### config.mk
export PLATFORM = sky130hd
export DESIGN_NAME = z80_bus_fixup_flat
export DESIGN_NICKNAME = d
export VERILOG_FILES = /design/src/rtl/z80_bus_fixup_if.sv /design/src/rtl/z80_bus_fixup.sv /design/src/flat_wrapper.sv
export SDC_FILE = /design/constraint.sdc
export NUM_CORES = 1
export LEC_CHECK = 0
export ABC_AREA = 1
export CAP_MARGIN = 20
export CELL_PAD_IN_SITES_DETAIL_PLACEMENT = 0
export CELL_PAD_IN_SITES_GLOBAL_PLACEMENT = 1
export CORE_MARGIN = 8
export CORE_UTILIZATION = 29
export CTS_CLUSTER_DIAMETER = 100
export DETAILED_ROUTE_END_ITERATION = 7
export PLACE_DENSITY_LB_ADDON = 0.1
export SLEW_MARGIN = 20
export SYNTH_ARGS = -nofsm -noshare
export SYNTH_HDL_FRONTEND = slang
export SYNTH_SLANG_ARGS = --single-unit
export TNS_END_PERCENT = 100
### constraint.sdc
create_clock -name clk -period 1.45 [get_ports clk]
set_input_delay 0.145 -clock clk [delete_from_list [all_inputs] [get_ports clk]]
set_output_delay 0.145 -clock clk [all_outputs]
set_load 0.02 [all_outputs]
### src/rtl/z80_bus_fixup_if.sv
// Bus bundle between the Z80 core, the fixup block and the system data buses.
// The master modport is the core/system side, the slave modport is the fixup block.
interface z80_bus_fixup_if;
    logic       m1_n;
    logic       mreq_n;
    logic       iorq_n;
    logic       rd_n;
    logic       wr_n;
    logic [7:0] core_dout;
    logic [7:0] sys_di;
    logic [7:0] core_din;
    logic [7:0] sys_dout;

    modport master (
        output m1_n, mreq_n, iorq_n, rd_n, wr_n, core_dout, sys_di,
        input  core_din, sys_dout
    );

    modport slave (
        input  m1_n, mreq_n, iorq_n, rd_n, wr_n, core_dout, sys_di,
        output core_din, sys_dout
    );
endinterface

### src/rtl/z80_bus_fixup.sv
// Z80 bus fixup: substitutes the data byte of OUT (C),0 (ED 71) with a
// selectable NMOS/CMOS value, injects the IM2 vector on interrupt
// acknowledge, and provides debug strobes plus a saturating patch counter.
module z80_bus_fixup #(
    parameter logic [7:0]  NMOS_VAL       = 8'h00,
    parameter logic [7:0]  CMOS_VAL       = 8'hFF,
    parameter logic [7:0]  INTACK_DEFAULT = 8'hFF,
    parameter logic [7:0]  BUS_IDLE       = 8'hFF,
    parameter int unsigned ARM_TIMEOUT    = 16,
    parameter int unsigned CNT_W          = 8
) (
    input  logic               clk,
    input  logic               reset_n,
    z80_bus_fixup_if.slave     bus,
    input  logic               patch_en,
    input  logic               cmos_mode,
    input  logic               vec_en,
    input  logic [7:0]         im2_vector,
    output logic               patch_active,
    output logic               patch_stb,
    output logic               intack_stb,
    output logic [CNT_W-1:0]   patch_count
);

    // Timer only needs to reach ARM_TIMEOUT-1; one spare bit keeps the
    // width sane for tiny or zero timeouts.
    localparam int unsigned     TMR_W    = $clog2(ARM_TIMEOUT + 2);
    localparam logic [TMR_W-1:0] TMR_LAST = TMR_W'((ARM_TIMEOUT == 0) ? 0 : (ARM_TIMEOUT - 1));

    typedef enum logic [2:0] {
        S_IDLE  = 3'd0,
        S_OP1   = 3'd1,
        S_EDW   = 3'd2,
        S_OP2   = 3'd3,
        S_ARMED = 3'd4,
        S_PATCH = 3'd5
    } state_t;

    state_t             state_r;
    state_t             state_s;
    logic               m1_q_r;
    logic               intack_q_r;
    logic [7:0]         opcode_r;
    logic [TMR_W-1:0]   timer_r;
    logic               patch_stb_r;
    logic               intack_stb_r;
    logic [CNT_W-1:0]   patch_count_r;

    logic               fetch_s;
    logic               intack_s;
    logic               m1_rise_s;
    logic               patch_done_s;
    logic               patch_active_s;
    logic [7:0]         core_din_s;
    logic [7:0]         sys_dout_s;
    logic               unused_s;

    // WR is part of the bus bundle but the write data path does not depend on it.
    assign unused_s = bus.wr_n;

    assign fetch_s      = !bus.m1_n && !bus.mreq_n && !bus.rd_n;
    assign intack_s     = !bus.m1_n && !bus.iorq_n;
    assign m1_rise_s    = !m1_q_r && bus.m1_n;
    assign patch_done_s = (state_r == S_PATCH) && bus.iorq_n;

    // State register.
    always_ff @(posedge clk) begin
        if (!reset_n) begin
            state_r <= S_IDLE;
        end else begin
            state_r <= state_s;
        end
    end

    // Next-state decode of the ED 71 sequence; DD/FD prefixes fall back to idle and re-decode.
    always_comb begin
        state_s = state_r;
        case (state_r)
            S_IDLE: begin
                if (fetch_s) state_s = S_OP1;
                else         state_s = S_IDLE;
            end
            S_OP1: begin
                if (m1_rise_s) begin
                    if (opcode_r == 8'hED) state_s = S_EDW;
                    else                   state_s = S_IDLE;
                end else begin
                    state_s = S_OP1;
                end
            end
            S_EDW: begin
                if (fetch_s) state_s = S_OP2;
                else         state_s = S_EDW;
            end
            S_OP2: begin
                if (m1_rise_s) begin
                    if (opcode_r == 8'h71) state_s = S_ARMED;
                    else                   state_s = S_IDLE;
                end else begin
                    state_s = S_OP2;
                end
            end
            S_ARMED: begin
                if (!bus.iorq_n && bus.m1_n)                      state_s = S_PATCH;
                else if (fetch_s)                                 state_s = S_OP1;
                else if ((ARM_TIMEOUT != 0) && (timer_r == TMR_LAST)) state_s = S_IDLE;
                else                                              state_s = S_ARMED;
            end
            S_PATCH: begin
                if (bus.iorq_n) state_s = S_IDLE;
                else            state_s = S_PATCH;
            end
            default: state_s = S_IDLE;
        endcase
    end

    // Bus outputs: patched write data and the byte presented to the core.
    always_comb begin
        patch_active_s = patch_en && ((state_r == S_ARMED) || (state_r == S_PATCH));
        if (patch_active_s) begin
            sys_dout_s = cmos_mode ? CMOS_VAL : NMOS_VAL;
        end else begin
            sys_dout_s = bus.core_dout;
        end
        if (intack_s) begin
            core_din_s = vec_en ? im2_vector : INTACK_DEFAULT;
        end else if (!bus.rd_n) begin
            core_din_s = bus.sys_di;
        end else begin
            core_din_s = BUS_IDLE;
        end
    end

    assign bus.core_din  = core_din_s;
    assign bus.sys_dout  = sys_dout_s;
    assign patch_active  = patch_active_s;

    // Edge-detect history and the opcode as actually seen by the core.
    always_ff @(posedge clk) begin
        if (!reset_n) begin
            m1_q_r     <= 1'b1;
            intack_q_r <= 1'b0;
            opcode_r   <= 8'h00;
        end else begin
            m1_q_r     <= bus.m1_n;
            intack_q_r <= intack_s;
            if (fetch_s) begin
                opcode_r <= core_din_s;
            end else begin
                opcode_r <= opcode_r;
            end
        end
    end

    // Arm timeout: held at zero outside S_ARMED so every entry starts from zero.
    always_ff @(posedge clk) begin
        if (!reset_n) begin
            timer_r <= {TMR_W{1'b0}};
        end else if (state_r == S_ARMED) begin
            timer_r <= timer_r + TMR_W'(1);
        end else begin
            timer_r <= {TMR_W{1'b0}};
        end
    end

    // Debug strobes and saturating count of completed patches.
    always_ff @(posedge clk) begin
        if (!reset_n) begin
            patch_stb_r   <= 1'b0;
            intack_stb_r  <= 1'b0;
            patch_count_r <= {CNT_W{1'b0}};
        end else begin
            patch_stb_r  <= patch_done_s;
            intack_stb_r <= intack_s && !intack_q_r;
            if (patch_done_s && (patch_count_r != {CNT_W{1'b1}})) begin
                patch_count_r <= patch_count_r + CNT_W'(1);
            end else begin
                patch_count_r <= patch_count_r;
            end
        end
    end

    assign patch_stb   = patch_stb_r;
    assign intack_stb  = intack_stb_r;
    assign patch_count = patch_count_r;

endmodule

### src/flat_wrapper.sv
// flat-port wrapper written by rule: the top's interface ports become plain ports
module z80_bus_fixup_flat 
#(
    parameter logic [7:0]  NMOS_VAL       = 8'h00,
    parameter logic [7:0]  CMOS_VAL       = 8'hFF,
    parameter logic [7:0]  INTACK_DEFAULT = 8'hFF,
    parameter logic [7:0]  BUS_IDLE       = 8'hFF,
    parameter int unsigned ARM_TIMEOUT    = 16,
    parameter int unsigned CNT_W          = 8
)
  (clk, reset_n, patch_en, cmos_mode, vec_en, im2_vector, patch_active, patch_stb, intack_stb, patch_count, bus_m1_n, bus_mreq_n, bus_iorq_n, bus_rd_n, bus_wr_n, bus_core_dout, bus_sys_di, bus_core_din, bus_sys_dout);
  z80_bus_fixup_if bus_i ();
  input  logic clk;
  input  logic reset_n;
  input  logic patch_en;
  input  logic cmos_mode;
  input  logic vec_en;
  input  logic [7:0] im2_vector;
  output logic patch_active;
  output logic patch_stb;
  output logic intack_stb;
  output logic [CNT_W-1:0] patch_count;
  input wire logic [$bits(bus_i.m1_n)-1:0] bus_m1_n;
  input wire logic [$bits(bus_i.mreq_n)-1:0] bus_mreq_n;
  input wire logic [$bits(bus_i.iorq_n)-1:0] bus_iorq_n;
  input wire logic [$bits(bus_i.rd_n)-1:0] bus_rd_n;
  input wire logic [$bits(bus_i.wr_n)-1:0] bus_wr_n;
  input wire logic [$bits(bus_i.core_dout)-1:0] bus_core_dout;
  input wire logic [$bits(bus_i.sys_di)-1:0] bus_sys_di;
  output wire logic [$bits(bus_i.core_din)-1:0] bus_core_din;
  output wire logic [$bits(bus_i.sys_dout)-1:0] bus_sys_dout;
  assign bus_i.m1_n = bus_m1_n;
  assign bus_i.mreq_n = bus_mreq_n;
  assign bus_i.iorq_n = bus_iorq_n;
  assign bus_i.rd_n = bus_rd_n;
  assign bus_i.wr_n = bus_wr_n;
  assign bus_i.core_dout = bus_core_dout;
  assign bus_i.sys_di = bus_sys_di;
  assign bus_core_din = bus_i.core_din;
  assign bus_sys_dout = bus_i.sys_dout;
  z80_bus_fixup #(.NMOS_VAL(NMOS_VAL), .CMOS_VAL(CMOS_VAL), .INTACK_DEFAULT(INTACK_DEFAULT), .BUS_IDLE(BUS_IDLE), .ARM_TIMEOUT(ARM_TIMEOUT), .CNT_W(CNT_W)) u_core (.clk(clk), .reset_n(reset_n), .bus(bus_i), .patch_en(patch_en), .cmos_mode(cmos_mode), .vec_en(vec_en), .im2_vector(im2_vector), .patch_active(patch_active), .patch_stb(patch_stb), .intack_stb(intack_stb), .patch_count(patch_count));
endmodule
**After elaboration in Yosys (flattened, before gate mapping)**

Index checks and enable logic that the tools add are counted.

- Register bits after elaboration: 28
- Output and inout bits: 27

- Add/sub/neg operators: 2
- Equality and inequality tests: 9
- Multiplexer cells: 16
- Reduce and logical (&&, ||, !) cells: 18

Operators with widths:

| kind | number |
|---|---|
| two-way mux 8 bit | 5 |
| two-way mux 3 bit | 6 |
| case mux 3 bit (6 select lines) | 1 |
| logical AND 1 bit | 9 |
| adder 8 x 1 -> 8 bit (second input constant) | 1 |
| == test 8 x 7 -> 1 bit (second input constant) | 1 |
| == test 8 bit (second input constant) | 1 |
| inequality test 8 bit (second input constant) | 1 |
| == test 3 x 2 -> 1 bit (second input constant) | 2 |
| == test 3 bit (second input constant) | 2 |
| logical NOT 1 bit | 6 |
| adder 5 x 1 -> 5 bit (second input constant) | 1 |
| == test 5 x 4 -> 1 bit (second input constant) | 1 |
| two-way mux 2 bit | 2 |
| == test 3 x 1 -> 1 bit (second input constant) | 1 |
| logical NOT 3 bit | 1 |
| two-way mux 1 bit | 2 |
| AND reduction 2 bit | 1 |
| logical OR 1 bit | 1 |

**Depth between registers and ports, before layout**

Gate-level depths: netlist of run 1.

- Depth after elaboration: 6
- Gate-level depth with buffers: 9

**Worst setup path before layout of run 1**

OpenSTA, ideal clock, no wires.

- Path type: reg2reg
- From: reg u_core.patch_count_r[0] (netlist: u_core.patch_count[0])
- To: reg u_core.patch_count_r[4] (netlist: u_core.patch_count[4])
- Arrival: 1312 ps
- Required time: 1336 ps
- Path slack: 24 ps
- Cell stages (with the launch flop): 9
- Path buffers: 0
- Clock period less this slack: 1426 ps
- Cell sequence: dfxtp_1 ha_1 nand2_1 nor2_4 nand2_4 nand2_4 nor2_2 nor2_1 nor2_2

- Cells in the longest elaborated chain, start to end: 2
- Elaborated cells on any way between the ends: 3
- Those cells by class: add/sub (1); eq/ne (1); reduce/logical (1)

RTL lines:

| item | line | source |
|---|---|---|
| start, declared | z80_bus_fixup.sv:47 | `logic [CNT_W-1:0] patch_count_r;` |
| start signal, assigned | z80_bus_fixup.sv:171 | `patch_count_r <= {CNT_W{1'b0}};` |
| start signal, assigned | z80_bus_fixup.sv:176 | `patch_count_r <= patch_count_r + CNT_W'(1);` |
| start signal, assigned | z80_bus_fixup.sv:178 | `patch_count_r <= patch_count_r;` |
| parallel branches: the longest is 2 deep, another holds adder 8 x 1 -> 8 bit | n/a |  |

Several ways; the timed one is not identified.
A chain may end at the register's enable or synchronous reset.

**Worst setup path after layout of run 1**

- From: reg u_core.state_r[1]
- To: out bus_sys_dout[3]

- Cells in the longest elaborated chain, start to end: 4
- Elaborated cells on any way between the ends: 5
- Those cells by class: eq/ne (2); mux (1); reduce/logical (2)

RTL lines:

| item | line | source |
|---|---|---|
| start, declared | z80_bus_fixup.sv:39 | `state_t state_r;` |
| start signal, assigned | z80_bus_fixup.sv:71 | `state_r <= state_s;` |
| == test 3 bit | z80_bus_fixup.sv:119 | `patch_active_s = patch_en && ((state_r == S_ARMED) \|\| (state_r == S_PATCH));` |
| logical OR 1 bit (*) | z80_bus_fixup.sv:119 |  |
| logical AND 1 bit (*) | z80_bus_fixup.sv:119 |  |
| two-way mux 8 bit (*) | z80_bus_fixup.sv:120 | `if (patch_active_s) begin` |
| end, declared | flat_wrapper.sv:31 | `output wire logic [$bits(bus_i.sys_dout)-1:0] bus_sys_dout;` |

Mark *: on every way between the ends. The rest lies on a longest branch, timed or not.

==> reports/summary.txt, run 1 <==
Outcome = finished clean
Initial antenna violation count = 0
Finished Layout Cells = 376
Worst setup margin = 61.4 ps
Crit path DAT = 1240 ps
H-tree Lvls = 1
Latest clock arrival within the worst-skew pair = 270 ps
Hold Path Class = input pin to flip-flop
PwrDens = 648 mW/mm2
YS warnings = 0
CP Launch Type = flip-flop
Clk buf depth = 2
Largest net degree at the start of global routing = 17
Slew Limit Headroom = 80.1%
Post-synth top area cell = dfxtp_1
Worst path required time = 1310 ps
Max Fanout on Critical Path = 9
Placed insts = 369
Cell Area, Synth = 0.00152 mm2
Mean Syn Cell Area = 6.86 um2
Clock buffer count from CTS = 3
Die ar. = 0.00783 mm2
Met3 WL = 143 um
Post-Place Worst Slack = -432 ps
Height of the die = 88.5 um
Detailed Routing Iterations Pass 1 = 4
CP top delay family = flip-flops
Register area share after synthesis = 36.8%
CP bufs+invs = 3
Cell count after synthesis = 222
Final Setup Violations = 0
Leakage = 1.16 nW
Clock Skew = 7.03 ps
Root Buffer = clkbuf_8
Tcrit/Tclk final = 95.8%
Total chip power = 1.63 mW
Met2 routed WL = 2320 um
Hold_ws = 193 ps
DRT iter0 DRCs = 73
Most frequent cells in the layout = inv_1, nand2_1, clkdlybuf4s50_1
Post-route ant nets = 0
Setup crit end kind = primary output
Final number of max-transition violations = 0
Unrepaired setup endpoints after global routing = true
Area of the core = 0.00507 mm2
Routability cong. = 0.803
ANT cells = 0
Min cycle time layout = 1390 ps
Layout area overhead = 64.8%
Die W = 88.5 um
Syn Nets = 259
Per-cell routed wire length = 11.8 um
TNS Setup = 0 ps
Cell row count = 26
Grt total ovfl = 0
Fin nets = 344
Share of the synthesized area in the top cell type = 36.8%
Global-route wire length before repair = 7420 um
Io pins = 61
DPL Wire Length = 3510 um
Number of distinct library cells after synthesis = 29
FMAX = 0.720 GHz
Drt drc = 0
Max-Cap Viols = 0
Setup CP Type = flip-flop to primary output
Via density = 4.33
Clk sinks = 28
I/O Buffers = 59
Commonest non-fill, non-tap cell in the layout = inv_1
Synth top area cells = dfxtp_1, inv_1, nand2_1, nor2_1, o21ai_0
Final hold violations = 0
Routed WL = 4440 um
Max Used Layer = met4
Initial core utilization = 30.0%
Clk pin slew, worst setup/hold paths = 100 ps
Tot GR Track Use = 11.8%
CTS tree = yes
Crit-path max cell delay = 350 ps
Critical Path, Cell by Cell = inv_2 -> and3_4 -> buf_8 -> o21ai_1 -> buf_4
#FFs+latches synth = 28
Maximum vdd drop = 0.707 mV
Via Count = 1,627
M1 wire length = 1930 um
Vias in the first global route = 1,562
Worst-margin pin slew = 298 ps
Crit path max-delay cell type = dfxtp_2
Hold-fix buffers at CTS = 0
Share of layout cells above drive strength 1 = 26.1%
cells in the mapped netlist:
library cell  number
inv_1             40
nand2_1           37
dfxtp_1           28
nor2_1            27
o21ai_0           18
a21oi_1           17
nand3_1           11
o22ai_1            8
nand4_1            6
ha_1               3
inv_2              3
nor2_2             3
buf_4              2
nand2_2            2
nand2_4            2
nor3_1             2
and3_1             1
buf_1              1
clkbuf_1           1
nand3_2            1
nand3_4            1
nand3b_1           1
nor2_4             1
nor2_8             1
nor3_4             1
nor3b_1            1
o21bai_1           1
or2_1              1
xor2_1             1
report_power, final:
part           switching (mW)  total, mW  leakage [nW]  internal [mW]
combinational           0.162      0.349         0.901          0.187
clock                   0.239      0.482        0.0288          0.243
sequential            0.00952      0.795         0.228          0.785
stage by stage:
step | instance area (um2) | utilization [%]
after floorplan | 1520 | -
after global placement | 2370 | 46.7
after detailed placement | 2370 | 46.7
after CTS | 2410 | 47.4
after global routing | 2510 | 49.5
final | 2510 | 49.5
cells by family (layout without fill, tap and decap cells):
group | after synthesis | count (layout) | share of synthesized area [%]
AOI/OAI and AO/OA | 44 | 44 | 15.3
and+or+nand+nor | 99 | 99 | 32.8
adders and majority gates | 3 | 3 | 2.47
buffers and inverters | 47 | 131 | 12.1
xor gates and xnor gates | 1 | 1 | 0.575
DFF | 28 | 28 | 36.8
layout make-up:
type / count / area (um2)
clock buffer: 4 / 55.1
inverter: 43 / 161
tap: 70 / 87.6
sequential: 28 / 563
timing repair buffer: 84 / 743
multi-input combinational: 147 / 900
fill: 532 / 2560
final timing paths:
kind | cells past startpoint | endpoint | from | slack [ps]
worst min register to register | 1 | u_core.intack_stb | u_core.intack_q_r | 400
worst min-delay path | 3 | u_core.intack_q_r | bus_iorq_n | 190
worst max register to register | 8 | u_core.patch_count[4] | u_core.patch_count[1] | 130
worst max-delay path | 5 | bus_sys_dout[3] | u_core.state_r[1] | 60
per-layer routing:
layer | vias to the layer above | track usage, %
li1 | 878 | -
met1 | 724 | 13.8
met2 | 21 | 21.2
met3 | 4 | 2.88
met4 | 0 | 2.46
met5 | - | 0
worst reg2reg max path, cell delays in order (launching register included):
cell     delay [ps]
dfxtp_1         340
ha_2            190
nand2_1         110
nor2_4          160
nand2_4         110
nand2_4         140
nor2_2           40
nor2_1          100
nor2_2           50
flip-flops by register name, indices dropped and copies added (netlist names):
signal / cells
u_core.opcode_r: 8
u_core.patch_stb: 1
u_core.m1_q_r: 1
u_core.patch_count: 8
u_core.timer_r: 5
u_core.state_r: 3
u_core.intack_q_r: 1
u_core.intack_stb: 1
repair_timing:
item                       CTS  global route
cloned                       0             0
buffers inserted             1             2
resized for setup          101            29
pin swaps                    0             3
setup endpoints to repair   24            19
(Power assumes the default switching activity.)
==> inputs of run 2 (changes only) <==
Settings changed: ABC_AREA 1 to default.
==> reports/summary.txt, run 2 <==
Detailed Routing Iterations Pass 1 = 4
Register area share after synthesis = 39.4%
Fin nets = 304
Crit path DAT = 1580 ps
DRT iter0 DRCs = 71
Design area = 0.00257 mm2
Post-synth top area cell = dfxtp_1
Commonest non-fill, non-tap cell in the layout = clkdlybuf4s50_1
Hold_sp = bus_m1_n
#FFs+latches synth = 28
Post-route ant nets = 0
Hold Path Class = input pin to flip-flop
Final hold violations = 0
Reg-to-reg endpoint = u_core.state_r[2]
Placed inst area = 0.00225 mm2
Comb power frac = 20.4%
I/O Buffers = 59
Worst path required time = 1590 ps
Syn Nets = 217
ANT cells = 0
Cell count after synthesis = 180
PwrDens = 691 mW/mm2
Cell Area, Synth = 0.00142 mm2
Layout area overhead = 80.9%
Worst setup margin = 11.4 ps
Die ar. = 0.00740 mm2
H-tree Lvls = 1
Clk sinks = 28
Sw power = 0.430 mW
Routability cong. = 0.732
Height of the die = 86.0 um
Setup crit end kind = flip-flop
Setup CP Type = flip-flop to flip-flop
Routed WL = 4630 um
Cell row count = 25
Outcome = finished clean
Synth top area cells = dfxtp_1, nand2_1, nor2_1, a21oi_1, nor4b_1
CP Launch Type = flip-flop
DPL Wire Length = 3290 um
Drt drc = 0
Root Buffer = clkbuf_8
Post-Place Worst Slack = -529 ps
Post-synth EDFFs = 0
Commonest cells post-synth = nand2_1, dfxtp_1, nor2_1
Clk pin slew, worst setup/hold paths = 100 ps
Clk buf depth = 2
Most frequent cell after synthesis = nand2_1
Largest net degree at the start of global routing = 21
FMAX = 0.695 GHz
Per-cell routed wire length = 13.9 um
YS warnings = 0
TNS Setup = 0 ps
Cells on Worst Hold Path = 3
Min cycle time layout = 1440 ps
Top FF cell, synth = dfxtp_1
Tot GR Track Use = 12.8%
Worst-margin pin slew = 662 ps
Clock Skew = 1.13 ps
Max Fanout on Critical Path = 2
Share of the synthesized area in the top cell type = 39.4%
Async S/R FF share, synth = 0%
Internal power = 1.35 mW
Area of the core = 0.00472 mm2
Most frequent cells in the layout = clkdlybuf4s50_1, buf_4, nand2_1
Final Setup Violations = 0
Initial core utilization = 30.1%
Vias in the first global route = 1,601
Final number of max-transition violations = 0
Max-Cap Viols = 0
Global-route wire length before repair = 7750 um
Initial antenna violation count = 0
Via Count = 1,545
Flop pwr share = 44.6%
FF-to-FF setup slack = 10 ps
Tcrit/Tclk final = 99.2%
Unrepaired setup endpoints after global routing = true
Hold-fix buffers at CTS = 0
Register-to-Register Path Depth = 6
Clock buffer count from CTS = 3
Leakage = 1.09 nW
Maximum vdd drop = 0.491 mV
Power share of the clock group = 35.0%
Mean Syn Cell Area = 7.90 um2
CTS tree = yes
Reg-to-Reg Start = u_core.timer_r[1]
Util after Layout = 54.5%
Via density = 4.64
Sw Ratio = 24.1%
Share of layout cells above drive strength 1 = 36.1%
Slew Limit Headroom = 55.8%
Io pins = 61
WHS Endpoint = u_core.m1_q_r
Die W = 86.0 um
Number of distinct library cells after synthesis = 39
Latest clock arrival within the worst-skew pair = 280 ps
Grt total ovfl = 0
==> run 2: routing by layer <==
layer	vias up	wire [um]	track usage, %
met4	0	46	2.87
li1	791	-	-
met1	708	2080	16.0
met5	-	0	0
met2	40	2240	21.1
met3	6	264	3.82
==> run 2: power groups by stage <==
| stage | Clock (mW) | Sequential (mW) | Combinational (mW) |
|---|---|---|---|
| 2_1_floorplan | 0 | 0.810 | 0.124 |
| 3_3_place_gp | 0 | 0.811 | 0.324 |
| 3_5_place_dp | 0 | 0.811 | 0.324 |
| 4_1_cts | 0.643 | 0.793 | 0.328 |
| 5_1_grt | 0.677 | 0.797 | 0.394 |
| 6_report | 0.622 | 0.794 | 0.363 |
==> run 2: repair_timing <==
item,4_1_cts,5_1_grt
resized for setup,92,59
pin swaps,1,14
cloned,0,1
setup endpoints to repair,26,21
buffers inserted,1,2
==> run 2: layout make-up <==
class,count,area [um2]
Fill cell,438,2150
Multi-Input combinational cell,139,1030
Timing Repair Buffer,89,800
Sequential cell,28,566
Tap cell,67,83.8
Clock buffer,3,41.3
Clock inverter,1,30.0
Inverter,6,22.5
==> run 2: through the flow <==
stage               cells  hold WS (ps)  power, mW
floorplan             180           218      0.934
global placement      325           382       1.14
detailed placement    325           378       1.13
CTS                   330           392       1.76
global route          333           357       1.87
finish                333           339       1.78
==> run 2: worst max-delay path, stage by stage (launching register included) <==
cell	delay, ps
dfxtp_2	360
ha_4	130
and3_4	190
ha_4	130
nor2_1	60
o311ai_2	340
a21oi_2	100
==> run 2: kinds of logic after synthesis <==
logic type,count (synthesis),share of synthesized area [%]
and+or+nand+nor,98,34.3
muxes,1,0.704
xor gates and xnor gates,7,4.31
adders and majority gates,3,2.64
AOI/OAI and AO/OA,29,13.7
buffers and inverters,14,4.92
DFF,28,39.4
==> run 2: worst max-delay path by stage <==
stage                               start                     to  slack (ps)  cells after the start
detailed placement               bus_m1_n        bus_core_din[7]        -530                      4
global route            u_core.timer_r[1]      u_core.state_r[2]         -70                      6
global placement                 bus_m1_n        bus_core_din[7]        -510                      4
finish                  u_core.timer_r[1]      u_core.state_r[2]          10                      6
CTS                              bus_m1_n        bus_core_din[7]         -90                      5
floorplan           u_core.patch_count[0]  u_core.patch_count[1]          10                      5
